## config.mk

```make
export PLATFORM = sky130hd
export DESIGN_NAME = shift_arbiter_2ch
export DESIGN_NICKNAME = d
export VERILOG_FILES = /design/src/rtl/shift_arb_pkg.sv /design/src/rtl/barrel_shifter_lr_8b.sv /design/src/rtl/shift_arbiter_2ch.sv
export SDC_FILE = /design/constraint.sdc
export NUM_CORES = 1
export LEC_CHECK = 0
export BUFFER_PORTS_ARGS = -buffer_cell sky130_fd_sc_hd__buf_4
export CAP_MARGIN = 25
export CORE_ASPECT_RATIO = 0.6
export CORE_MARGIN = 2
export CORE_UTILIZATION = 55
export DETAILED_ROUTE_END_ITERATION = 12
export PLACE_DENSITY = 0.92
export SLEW_MARGIN = 25
export SYNTH_ARGS = -nofsm -noshare
export SYNTH_HDL_FRONTEND = slang
export SYNTH_SLANG_ARGS = --single-unit
```

## constraint.sdc

```tcl
create_clock -name clk -period 4.1 [get_ports clk]
set_clock_uncertainty 0.15 [all_clocks]
set_input_delay 0.82 -clock clk [delete_from_list [all_inputs] [get_ports clk]]
set_output_delay 0.82 -clock clk [all_outputs]
set_load 0.01 [all_outputs]
```

## src/rtl/shift_arb_pkg.sv

```systemverilog
// Shared types and widths for the two-channel shift arbiter.
package shift_arb_pkg;

  localparam int unsigned DATA_W = 8;
  localparam int unsigned AMT_W  = 3;
  localparam int unsigned ID_W   = 1;

  typedef enum logic [1:0] {
    IDLE,
    SHIFT,
    HOLD
  } arb_state_t;

endpackage

```

## src/rtl/barrel_shifter_lr_8b.sv

```systemverilog
// 8-bit rotating barrel shifter, left (lr=1) or right (lr=0) by 0..7.
module barrel_shifter_lr_8b
  import shift_arb_pkg::*;
(
  input  logic [DATA_W-1:0] a,
  input  logic              lr,
  input  logic [AMT_W-1:0]  amt,
  output logic [DATA_W-1:0] y
);

  logic [AMT_W-1:0]  w_amt_l;
  logic [DATA_W-1:0] w_s1;
  logic [DATA_W-1:0] w_s2;

  // A right rotate by n is a left rotate by (8 - n) mod 8, so one left rotator serves both.
  assign w_amt_l = lr ? amt : (~amt + 3'd1);

  assign w_s1 = w_amt_l[0] ? {a[6:0], a[7]}       : a;
  assign w_s2 = w_amt_l[1] ? {w_s1[5:0], w_s1[7:6]} : w_s1;
  assign y    = w_amt_l[2] ? {w_s2[3:0], w_s2[7:4]} : w_s2;

endmodule

```

## src/rtl/shift_arbiter_2ch.sv

```systemverilog
// Round-robin arbiter sequencing two requesters through one shared rotating shifter.
// Optional grant counters enabled by defining SHARB_STATS_EN.
module shift_arbiter_2ch
  import shift_arb_pkg::*;
#(
  parameter int unsigned CNT_W = 8
) (
  input  logic              clk,
  input  logic              reset,
  input  logic              req0_valid,
  output logic              req0_ready,
  input  logic [DATA_W-1:0] req0_data,
  input  logic              req0_lr,
  input  logic [AMT_W-1:0]  req0_amt,
  input  logic              req1_valid,
  output logic              req1_ready,
  input  logic [DATA_W-1:0] req1_data,
  input  logic              req1_lr,
  input  logic [AMT_W-1:0]  req1_amt,
  output logic              out_valid,
  input  logic              out_ready,
  output logic [DATA_W-1:0] out_data,
  output logic [ID_W-1:0]   out_id,
  output logic              busy
`ifdef SHARB_STATS_EN
  ,
  output logic [CNT_W-1:0]  grant_cnt0,
  output logic [CNT_W-1:0]  grant_cnt1
`endif
);

  arb_state_t r_state;
  arb_state_t w_state_nxt;

  logic [ID_W-1:0]   r_ptr;
  logic [DATA_W-1:0] r_op_data;
  logic              r_op_lr;
  logic [AMT_W-1:0]  r_op_amt;
  logic [ID_W-1:0]   r_op_id;

  logic              w_grant_vld;
  logic [ID_W-1:0]   w_grant_id;
  logic              w_accept;
  logic [DATA_W-1:0] w_sel_data;
  logic              w_sel_lr;
  logic [AMT_W-1:0]  w_sel_amt;
  logic [DATA_W-1:0] w_shift_y;

  // r_ptr holds the last requester served; on a tie the other one wins.
  always_comb begin
    w_grant_vld = req0_valid | req1_valid;
    w_grant_id  = '0;
    if (req0_valid && req1_valid) begin
      w_grant_id = ~r_ptr;
    end else if (req1_valid) begin
      w_grant_id = 1'b1;
    end
  end

  assign w_sel_data = w_grant_id[0] ? req1_data : req0_data;
  assign w_sel_lr   = w_grant_id[0] ? req1_lr   : req0_lr;
  assign w_sel_amt  = w_grant_id[0] ? req1_amt  : req0_amt;

  always_ff @(posedge clk or posedge reset) begin
    if (reset) begin
      r_state <= IDLE;
    end else begin
      r_state <= w_state_nxt;
    end
  end

  always_comb begin
    w_state_nxt = r_state;
    w_accept    = 1'b0;
    req0_ready  = 1'b0;
    req1_ready  = 1'b0;
    case (r_state)
      IDLE: begin
        if (w_grant_vld) begin
          w_accept    = 1'b1;
          req0_ready  = (w_grant_id == 1'b0);
          req1_ready  = (w_grant_id == 1'b1);
          w_state_nxt = SHIFT;
        end
      end
      SHIFT: w_state_nxt = HOLD;
      HOLD: begin
        if (out_ready) begin
          w_state_nxt = IDLE;
        end
      end
      default: w_state_nxt = IDLE;
    endcase
  end

  assign busy = (r_state != IDLE);

  // The shifter only ever sees the latched operands, never the live request inputs.
  barrel_shifter_lr_8b u_shifter (
    .a   (r_op_data),
    .lr  (r_op_lr),
    .amt (r_op_amt),
    .y   (w_shift_y)
  );

  always_ff @(posedge clk or posedge reset) begin
    if (reset) begin
      r_op_data <= '0;
      r_op_lr   <= 1'b0;
      r_op_amt  <= '0;
      r_op_id   <= '0;
      r_ptr     <= 1'b1;
      out_valid <= 1'b0;
      out_data  <= '0;
      out_id    <= '0;
    end else begin
      if (w_accept) begin
        r_op_data <= w_sel_data;
        r_op_lr   <= w_sel_lr;
        r_op_amt  <= w_sel_amt;
        r_op_id   <= w_grant_id;
      end
      if (r_state == SHIFT) begin
        out_data  <= w_shift_y;
        out_id    <= r_op_id;
        out_valid <= 1'b1;
      end
      if ((r_state == HOLD) && out_ready) begin
        out_valid <= 1'b0;
        r_ptr     <= out_id;
      end
    end
  end

`ifdef SHARB_STATS_EN
  logic [CNT_W-1:0] r_grant_cnt0;
  logic [CNT_W-1:0] r_grant_cnt1;

  always_ff @(posedge clk or posedge reset) begin
    if (reset) begin
      r_grant_cnt0 <= '0;
      r_grant_cnt1 <= '0;
    end else begin
      if (req0_ready && req0_valid) r_grant_cnt0 <= r_grant_cnt0 + 1'b1;
      if (req1_ready && req1_valid) r_grant_cnt1 <= r_grant_cnt1 + 1'b1;
    end
  end

  assign grant_cnt0 = r_grant_cnt0;
  assign grant_cnt1 = r_grant_cnt1;
`endif

endmodule

```

==> impl_metrics.py, run 1 <==
metrics = {
    "global_routing": {
        "grt_first_pass_wirelength_um": 5260,
        "overflow": 0,
        "antenna_found_initial": 0,
        "track_usage_pct": 23.1,
        "grt_max_degree": 27,
        "grt_pass1_vias": 1036,
    },
    "logic_synthesis": {
        "yosys_warnings": 0,
        "yosysSeqAreaShare_pct": 45.5,
        "synth_cells": 111,
        "syn_nets": 141,
        "postSynthAreaPerCell_um2": 12.9,
        "ys_types": 27,
        "ys_seq_elements": 26,
        "netlist_area_um2": 1430,
    },
    "place": {
        "place_hpwl_um": 2280,
        "port_buffers": 41,
        "dp.cells": 183,
        "place.gp.congestion": 0.818,
    },
    "sta": {
        "hold_viol": 0,
        "finalMaxSlewViolations": 0,
        "whs_ps": 352,
        "slew-limit-headroom_pct": 62.9,
        "max_freq_mhz": 373,
        "rsz0062_at_grt": "no",
        "fin_tns_setup_ps": 0,
        "min_period_ps": 2680,
        "worstMarginPinSlew_ps": 545,
        "period_share_pct": 65.5,
        "setup_viol": 0,
    },
    "setup_path": {
        "crit_fanout": 15,
        "worst-path-buf-inv": 2,
        "crit_required_ps": 3130,
        "rr_endpoint": "out_data[2]$_DFFE_PP0N_",
        "worstRegToRegCells": 5,
        "worst-setup-path-type": "reg -> out",
        "cp_slowest_stage_delay_ps": 440,
        "cpMostUsedCell": "buf_4",
        "r2r-start": "r_op_amt[0]$_DFFE_PP0P_",
        "r2r_slack_ps": 1730,
        "start_kind": "register",
        "crit_family": "simple AND/OR/NAND/NOR gates",
        "crit_arrival_ps": 1710,
        "slowest_stage": "dfrtp_1",
        "path_cells": "or2_2 -> nor2_2 -> buf_4 -> and2_1 -> buf_4",
        "cp-end-kind": "output pin",
    },
    "clock_network": {
        "cts.htree.levels": 1,
        "cts_buffers": 3,
        "cts_tree": "done",
        "cts-root-buf": "clkbuf_8",
        "numClockSinks": 26,
        "cts_hold_buf": 0,
        "post_cts_buffers": 0,
        "clk_latency_ps": 280,
        "clockBufferDepth": 2,
        "cts_resized": 0,
        "clk_pin_slew_ps": 100,
    },
    "hold_path": {
        "hold_depth": 2,
        "min_to": "out_data[7]$_DFFE_PP0N_",
        "worstHoldPathType": "reg -> reg",
        "worstHoldStart": "out_data[7]$_DFFE_PP0N_",
    },
    "pwr": {
        "ir_worst_vdd_uv": 392,
        "leakage_nw": 0.903,
        "pwr_density_cell_nw_per_um2": 816,
    },
    "drt": {
        "routedWlPerCell_um": 17.1,
        "viasPerCell": 5.83,
        "drc": 0,
        "routed_wl_um": 3200,
        "drt_first_iter_violations": 59,
        "final_antenna_net_count": 0,
        "vias": 1091,
        "firstDrtPassIters": 4,
    },
    "floorplan": {
        "pin_count": 42,
        "coreArea_um2": 2490,
        "die_h_um": 43.6,
        "die_w_um": 69.9,
        "start_util_pct": 57.6,
        "rows": 14,
        "die_area_um2": 3040,
    },
    "layout": {
        "final_util_pct": 74.3,
        "n_antenna_cell": 0,
        "stdcell_count": 187,
        "syn_to_final_growth_pct": 28.9,
        "finalNetCount": 186,
        "layout-drive-gt1-share_pct": 40.6,
    },
    "outcome": {
        "status": "completed",
    },
    "job": {
        "cap_viol_max_count": 0,
    },
}
[sequential cells by signal, indices dropped and copies added (netlist names)]
signal	cells
r_ptr	1
out_id	1
r_op_data	8
out_data	8
r_op_lr	1
r_op_id	1
r_state	2
out_valid	1
r_op_amt	3
[cell families after synthesis]
kind of cell / Yosys count / share of synthesized area [%]
multiplexers: 36 / 34.8
flip-flops: 26 / 45.5
AND/OR/NAND/NOR: 19 / 6.72
buffers and inverters: 15 / 4.54
AO/OA/AOI/OAI: 14 / 7.59
adder cells (fa/ha/maj): 1 / 0.872
[layout make-up]
type,count,area [um2]
clock inverter,1,30.0
fill,166,639
clock buffer,3,41.3
timing repair buffer,43,323
multi-input combinational,70,717
sequential,26,652
inverter,12,45.0
tap,32,40.0
[synth_stat cells]
| cell | n | share of area (%) |
|---|---|---|
| dfstp_2 | 1 | 1.8 |
| ha_1 | 1 | 0.87 |
| mux4_1 | 7 | 13 |
| buf_2 | 1 | 0.35 |
| mux2_2 | 7 | 5.5 |
| o221ai_1 | 8 | 4.9 |
| mux4_2 | 1 | 1.6 |
| nand2b_1 | 2 | 0.87 |
| nand3b_1 | 2 | 1.0 |
| nand2_1 | 9 | 2.4 |
| nor2_2 | 1 | 0.44 |
| nor2_1 | 1 | 0.26 |
| a21boi_2 | 1 | 0.79 |
| or2_2 | 1 | 0.44 |
| buf_6 | 1 | 0.79 |
| mux2i_1 | 20 | 14 |
| mux2i_2 | 1 | 0.96 |
| dfrtp_1 | 25 | 44 |
| o21ai_0 | 2 | 0.70 |
| inv_2 | 1 | 0.26 |
| inv_1 | 11 | 2.9 |
| and2_1 | 1 | 0.44 |
| a21o_1 | 1 | 0.52 |
| or3_2 | 1 | 0.52 |
| clkbuf_1 | 1 | 0.26 |
| a21oi_1 | 2 | 0.70 |
| nor3_1 | 1 | 0.35 |
[layer usage]
metal	wire length [um]	GRT usage [%]	vias up
met1	1430	31.4	535
met5	0	0	-
met4	13	2.31	0
met3	213	6.28	2
li1	-	-	503
met2	1530	39.6	51
[power by group]
part           internal (W)  switching [W]  leakage, nW
registers          0.000393      0.0000839        0.310
clock network      0.000131      0.0000851       0.0357
logic              0.000413       0.000403        0.558
[worst max path at each step]
stage	start	end	cells after the start
detailed placement	req1_valid	req1_ready	6
global route	r_state[1]$_DFFE_PP0P_	req1_ready	5
CTS	r_state[0]$_DFFE_PP0P_	req1_ready	5
global placement	req1_valid	req1_ready	6
finish	r_state[1]$_DFFE_PP0P_	req1_ready	5
floorplan	req1_valid	req1_ready	3
[cells in the final DEF, fill, tap and decap left out, drive strengths merged, types with 3 or more instances in the layout]
cell / n
mux2i: 21
clkbuf: 3
mux4: 8
mux2: 7
nand2: 9
dfrtp: 25
inv: 12
buf: 43
o221ai: 8
[worst reg2reg max path, stage by stage (launching register included)]
cell      delay (ps)
dfrtp_1          460
inv_2            130
ha_1             320
mux2i_2          450
mux4_2           590
o221ai_1         180
[through the flow]
step | setup WS, ps | instance area [um2] | power (W)
global route | 1310 | 1850 | 0.00160
finish | 1420 | 1850 | 0.00151
CTS | 1420 | 1850 | 0.00151
global placement | 1510 | 1780 | 0.00123
floorplan | 1540 | 1430 | 0.00103
detailed placement | 1480 | 1780 | 0.00128
No activity file was read; power rests on OpenSTA's default activity.
==> run 2: changes to the inputs <==
--- a/config.mk
+++ b/config.mk
@@ -9,9 +9,9 @@
 export CAP_MARGIN = 25
 export CORE_ASPECT_RATIO = 0.6
 export CORE_MARGIN = 2
-export CORE_UTILIZATION = 55
+export CORE_UTILIZATION = 46
 export DETAILED_ROUTE_END_ITERATION = 12
-export PLACE_DENSITY = 0.92
+export PLACE_DENSITY = 0.83
 export SLEW_MARGIN = 25
 export SYNTH_ARGS = -nofsm -noshare
 export SYNTH_HDL_FRONTEND = slang
==> constraint.sdc (replaced) <==
create_clock -name clk -period 2.43 [get_ports clk]
set_clock_uncertainty 0.15 [all_clocks]
set_input_delay 0.486 -clock clk [delete_from_list [all_inputs] [get_ports clk]]
set_output_delay 0.486 -clock clk [all_outputs]
set_load 0.01 [all_outputs]
==> run 2 against run 1 <==
Effect of this change:
- critical path depth is 1 higher
- sequential cell count stayed put
- worst hold slack worse by 240 ps
- die area increased by 18%
- combinational power increased by 72%
- sequential share of layout area down 0.35 points
- highest routed layer unchanged
- register-to-register slack lost 1500 ps
- sequential power is 68% higher
- setup slack got worse by 1200 ps
- global-route usage fell by 3.7 points
- non-clock buffer count up 3
==> impl_metrics.py, run 2 (synthesis results as in run 1) <==
metrics = {
    "clock_network": {
        "clk_pin_slew_ps": 90,
        "cts_hold_buf": 0,
        "cts_tree": "done",
        "numClockSinks": 26,
        "clockBufferDepth": 2,
        "post_cts_buffers": 0,
        "cts_buffers": 3,
        "cts_resized": 0,
        "cts.htree.levels": 1,
        "clk_latency_ps": 270,
        "cts-root-buf": "clkbuf_8",
    },
    "layout": {
        "finalNetCount": 189,
        "syn_to_final_growth_pct": 30.2,
        "mostFrequentLayoutCells": "buf_4 (46), dfrtp_1 (25), mux2i_1 (20)",
        "largestRegisters": "out_data (8), r_op_data (8), r_op_amt (3)",
        "nFillCells": 265,
        "multiInputGateArea_um2": 717,
        "register_area_um2": 652,
        "layout-drive-gt1-share_pct": 41.1,
        "n_antenna_cell": 0,
        "layout_commonest_cell": "buf_4",
        "fin_area_um2": 1870,
        "stdcell_count": 200,
    },
    "drt": {
        "drc": 0,
        "final_antenna_net_count": 0,
        "drt_first_iter_violations": 55,
        "routedWlPerCell_um": 15.8,
        "firstDrtPassIters": 4,
        "viasPerCell": 5.42,
        "routed_wl_um": 3150,
        "vias": 1083,
    },
    "setup_path": {
        "start_kind": "register",
        "worst-setup-path-type": "reg -> reg",
        "crit_arrival_ps": 2200,
        "crit_required_ps": 2460,
        "crit_fanout": 7,
        "r2r-start": "r_op_amt[0]$_DFFE_PP0P_",
        "crit_start": "r_op_amt[0]$_DFFE_PP0P_",
        "rr_endpoint": "out_data[1]$_DFFE_PP0N_",
        "cp-end-kind": "register",
        "worstRegToRegCells": 6,
        "endpoint": "out_data[1]$_DFFE_PP0N_",
        "r2r_slack_ps": 260,
    },
    "sta": {
        "slew-limit-headroom_pct": 73.9,
        "worstMarginPinSlew_ps": 391,
        "period_share_pct": 89.4,
        "finalMaxSlewViolations": 0,
        "fin_tns_setup_ps": 0,
        "rsz0062_at_grt": "no",
        "setup_viol": 0,
        "max_freq_mhz": 461,
        "hold_viol": 0,
        "min_period_ps": 2170,
    },
    "pwr": {
        "pwr_density_cell_nw_per_um2": 1330,
        "leakage_nw": 0.912,
        "ir_worst_vdd_uv": 480,
    },
    "global_routing": {
        "grt_pass1_vias": 1064,
        "grt_first_pass_wirelength_um": 5130,
        "track_usage_pct": 19.4,
        "grt_max_degree": 27,
        "antenna_found_initial": 0,
        "overflow": 0,
    },
    "floorplan": {
        "die_h_um": 47.2,
        "die_area_um2": 3590,
        "pin_count": 42,
        "rows": 15,
        "start_util_pct": 49.0,
        "coreArea_um2": 2930,
        "die_w_um": 76.1,
    },
    "place": {
        "dpl-instance-area_um2": 1810,
        "place.gp.congestion": 0.777,
        "dp.cells": 196,
        "place_hpwl_um": 2450,
        "port_buffers": 41,
    },
    "hold_path": {
        "worstHoldPathType": "in -> async",
    },
    "job": {
        "cap_viol_max_count": 0,
    },
    "outcome": {
        "status": "completed",
    },
}
run 2: worst min-delay path by stage:
stage                                 start                  endpoint  slack (ps)  cells past startpoint
CTS                                   reset  r_op_data[0]$_DFFE_PP0P_         120                      3
finish                                reset  r_op_data[0]$_DFFE_PP0P_         110                      3
floorplan               r_op_id$_DFFE_PP0P_       r_op_id$_DFFE_PP0P_         330                      1
detailed placement  out_data[3]$_DFFE_PP0N_   out_data[3]$_DFFE_PP0N_         340                      2
global placement    out_data[1]$_DFFE_PP0N_   out_data[1]$_DFFE_PP0N_         320                      2
global route                          reset   r_op_amt[0]$_DFFE_PP0P_         140                      3
run 2: cell type report:
| cell class | count | area share (%) |
|---|---|---|
| multi-input combinational | 70 | 38.4 |
| sequential | 26 | 34.9 |
| clock buffer | 4 | 2.95 |
| tap | 42 | 2.82 |
| inverter | 12 | 2.41 |
| timing repair buffer | 46 | 18.5 |
run 2: metrics by stage:
stage | utilization, % | total power [W] | hold WS [ps] | worst slack, ps
6_report | 63.8 | 0.00249 | 114 | 258
5_1_grt | 63.8 | 0.00265 | 143 | 178
4_1_cts | 63.8 | 0.00249 | 124 | 273
3_5_place_dp | 61.9 | 0.00220 | 335 | 321
3_3_place_gp | 61.9 | 0.00211 | 324 | 476
2_1_floorplan | - | 0.00174 | 327 | 336
run 2: power breakdown:
group	switching, W	internal [W]	total, W
logic	0.000681	0.000721	0.00140
clock network	0.000136	0.000145	0.000281
registers	0.000141	0.000662	0.000803
run 2: worst max-delay path, cell delays in order, from the launching register on:
cell and delay (ps):
dfrtp_1 450, inv_2 120, ha_1 330, mux2i_2 250, buf_4 210, mux4_1 320
o221ai_1 230
run 2: metal layers:
layer	GRT usage [%]	routed length, um	vias to the layer above	share of wire, %
li1	-	-	505	-
met1	23.0	1390	518	44
met5	0	0	-	0
met4	5.09	25	0	0.79
met3	6.92	238	6	7.6
met2	35.4	1500	54	47
==> run 3: changes to the inputs <==
--- a/config.mk
+++ b/config.mk
@@ -9,9 +9,10 @@
 export CAP_MARGIN = 25
 export CORE_ASPECT_RATIO = 0.6
 export CORE_MARGIN = 2
-export CORE_UTILIZATION = 46
+export CORE_UTILIZATION = 48
+export CTS_BUF_LIST = sky130_fd_sc_hd__clkbuf_4 sky130_fd_sc_hd__clkbuf_8
 export DETAILED_ROUTE_END_ITERATION = 12
-export PLACE_DENSITY = 0.83
+export PLACE_DENSITY = 0.86
 export SLEW_MARGIN = 25
 export SYNTH_ARGS = -nofsm -noshare
 export SYNTH_HDL_FRONTEND = slang
==> run 3 against run 2 <==
Effect of this change:
- sequential cell count did not move
- sequential power fell by 0.6%
- core utilization increased by 2.2 points
- critical path depth fell by 1
- register-to-register slack improved by 60 ps
- power up 2.9%
==> impl_metrics.py, run 3 (synthesis results as in run 1) <==
metrics = {
    "sta": {
        "setup_viol": 0,
        "slew-limit-headroom_pct": 70.3,
        "whs_ps": 113,
        "min_period_ps": 2110,
        "fin_tns_setup_ps": 0,
        "finalMaxSlewViolations": 0,
        "hold_viol": 0,
        "worstMarginPinSlew_ps": 445,
        "max_freq_mhz": 473,
        "fin_ws_ps": 317,
        "period_share_pct": 86.9,
        "rsz0062_at_grt": "no",
    },
    "global_routing": {
        "met2_usage_pct": 37.2,
        "met3_usage_pct": 7.22,
        "grt_first_pass_wirelength_um": 5330,
        "track_usage_pct": 21.6,
        "use_met1_pct": 26.3,
        "grt_max_degree": 27,
        "grt_busiest_layer": "met2",
        "antenna_found_initial": 0,
        "grt_pass1_vias": 1165,
        "overflow": 0,
    },
    "setup_path": {
        "path_cells": "inv_2 -> ha_1 -> mux2i_2 -> mux4_2 -> o221ai_1",
        "crit_arrival_ps": 2160,
        "crit_fanout": 7,
        "cp-end-kind": "register",
        "start_kind": "register",
        "cp_slowest_stage_delay_ps": 560,
        "crit_required_ps": 2470,
        "worst-path-buf-inv": 1,
        "worst-setup-path-type": "reg -> reg",
        "crit_family": "multiplexers",
        "slowest_stage": "mux4_2",
    },
    "drt": {
        "drc": 0,
        "final_antenna_net_count": 0,
        "firstDrtPassIters": 4,
        "vias": 1105,
        "viasPerCell": 5.53,
        "routed_wl_um": 3200,
        "drt_first_iter_violations": 30,
        "routedWlPerCell_um": 16.0,
    },
    "floorplan": {
        "die_w_um": 74.6,
        "die_h_um": 46.3,
        "rows": 15,
        "coreArea_um2": 2850,
        "die_area_um2": 3450,
        "start_util_pct": 50.3,
        "pin_count": 42,
    },
    "layout": {
        "register_area_um2": 652,
        "syn_to_final_growth_pct": 31.3,
        "nFillCells": 242,
        "layout_commonest_cell": "buf_4",
        "layout-drive-gt1-share_pct": 41.1,
        "finalNetCount": 189,
        "fin_area_um2": 1880,
        "largestRegisters": "out_data (8), r_op_data (8), r_op_amt (3)",
        "n_antenna_cell": 0,
        "stdcell_count": 200,
        "multiInputGateArea_um2": 717,
        "mostFrequentLayoutCells": "buf_4 (46), dfrtp_1 (25), mux2i_1 (20)",
    },
    "pwr": {
        "pwr_density_cell_nw_per_um2": 1360,
        "leakage_nw": 0.919,
        "ir_worst_vdd_uv": 624,
    },
    "place": {
        "dpl-instance-area_um2": 1810,
        "place.gp.congestion": 0.796,
        "dp.cells": 196,
        "place_hpwl_um": 2450,
        "port_buffers": 41,
        "pre_cts_slack_ps": 336,
    },
    "clock_network": {
        "post_cts_buffers": 0,
        "cts.htree.levels": 1,
        "cts_buffers": 3,
        "cts_tree": "done",
        "numClockSinks": 26,
        "cts_resized": 0,
        "clk_pin_slew_ps": 90,
        "clockBufferDepth": 2,
        "cts_hold_buf": 0,
        "cts-root-buf": "clkbuf_8",
        "clk_latency_ps": 280,
    },
    "outcome": {
        "status": "completed",
    },
    "job": {
        "cap_viol_max_count": 0,
    },
    "hold_path": {
        "worstHoldPathType": "in -> async",
    },
}
run 3: worst reg2reg max path, cell delays in order, from the launching register on:
cell	delay [ps]
dfrtp_1	470
inv_2	130
ha_1	320
mux2i_2	220
mux4_2	560
o221ai_1	180
run 3: per-stage QoR:
stage	utilization (%)	total power [W]
2_1_floorplan	-	0.00174
3_3_place_gp	63.5	0.00211
3_5_place_dp	63.5	0.00220
4_1_cts	66.0	0.00257
5_1_grt	66.0	0.00274
6_report	66.0	0.00256
run 3: layout make-up:
cell class              count  area share [%]
repair buffers             46            18.3
clock buffers               3            2.19
clock inverters             1            1.59
inverters                  12            2.39
multi-input cells          70            38.1
flip-flops and latches     26            34.6
well taps                  42            2.79
run 3: metal layers:
layer | part of all wire [%] | wire [um]
met5 | 0 | 0
met4 | 0.66 | 21
met3 | 5.5 | 176
met2 | 49 | 1570
met1 | 45 | 1440
run 3: final timing paths:
| path | end | slack [ps] | from | depth (start not counted) |
|---|---|---|---|---|
| worst max-delay path | out_data[2]$_DFFE_PP0N_ | 320 | r_op_amt[0]$_DFFE_PP0P_ | 5 |
| worst min-delay path | out_valid$_DFFE_PP0P_ | 110 | reset | 3 |
| worst max register to register | out_data[2]$_DFFE_PP0N_ | 320 | r_op_amt[0]$_DFFE_PP0P_ | 5 |
| worst min register to register | out_data[3]$_DFFE_PP0N_ | 340 | out_data[3]$_DFFE_PP0N_ | 2 |
| max in group asynchronous | r_ptr$_DFFE_PP1N_ | 1720 | reset | 3 |
| min in group clk | r_state[1]$_DFFE_PP0P_ | 260 | out_ready | 2 |
run 3: power breakdown:
group / leakage [nW] / switching, W / total, W / internal [W]
registers: 0.310 / 0.000136 / 0.000798 / 0.000662
clock network: 0.0357 / 0.000142 / 0.000362 / 0.000221
logic: 0.573 / 0.000679 / 0.00140 / 0.000718
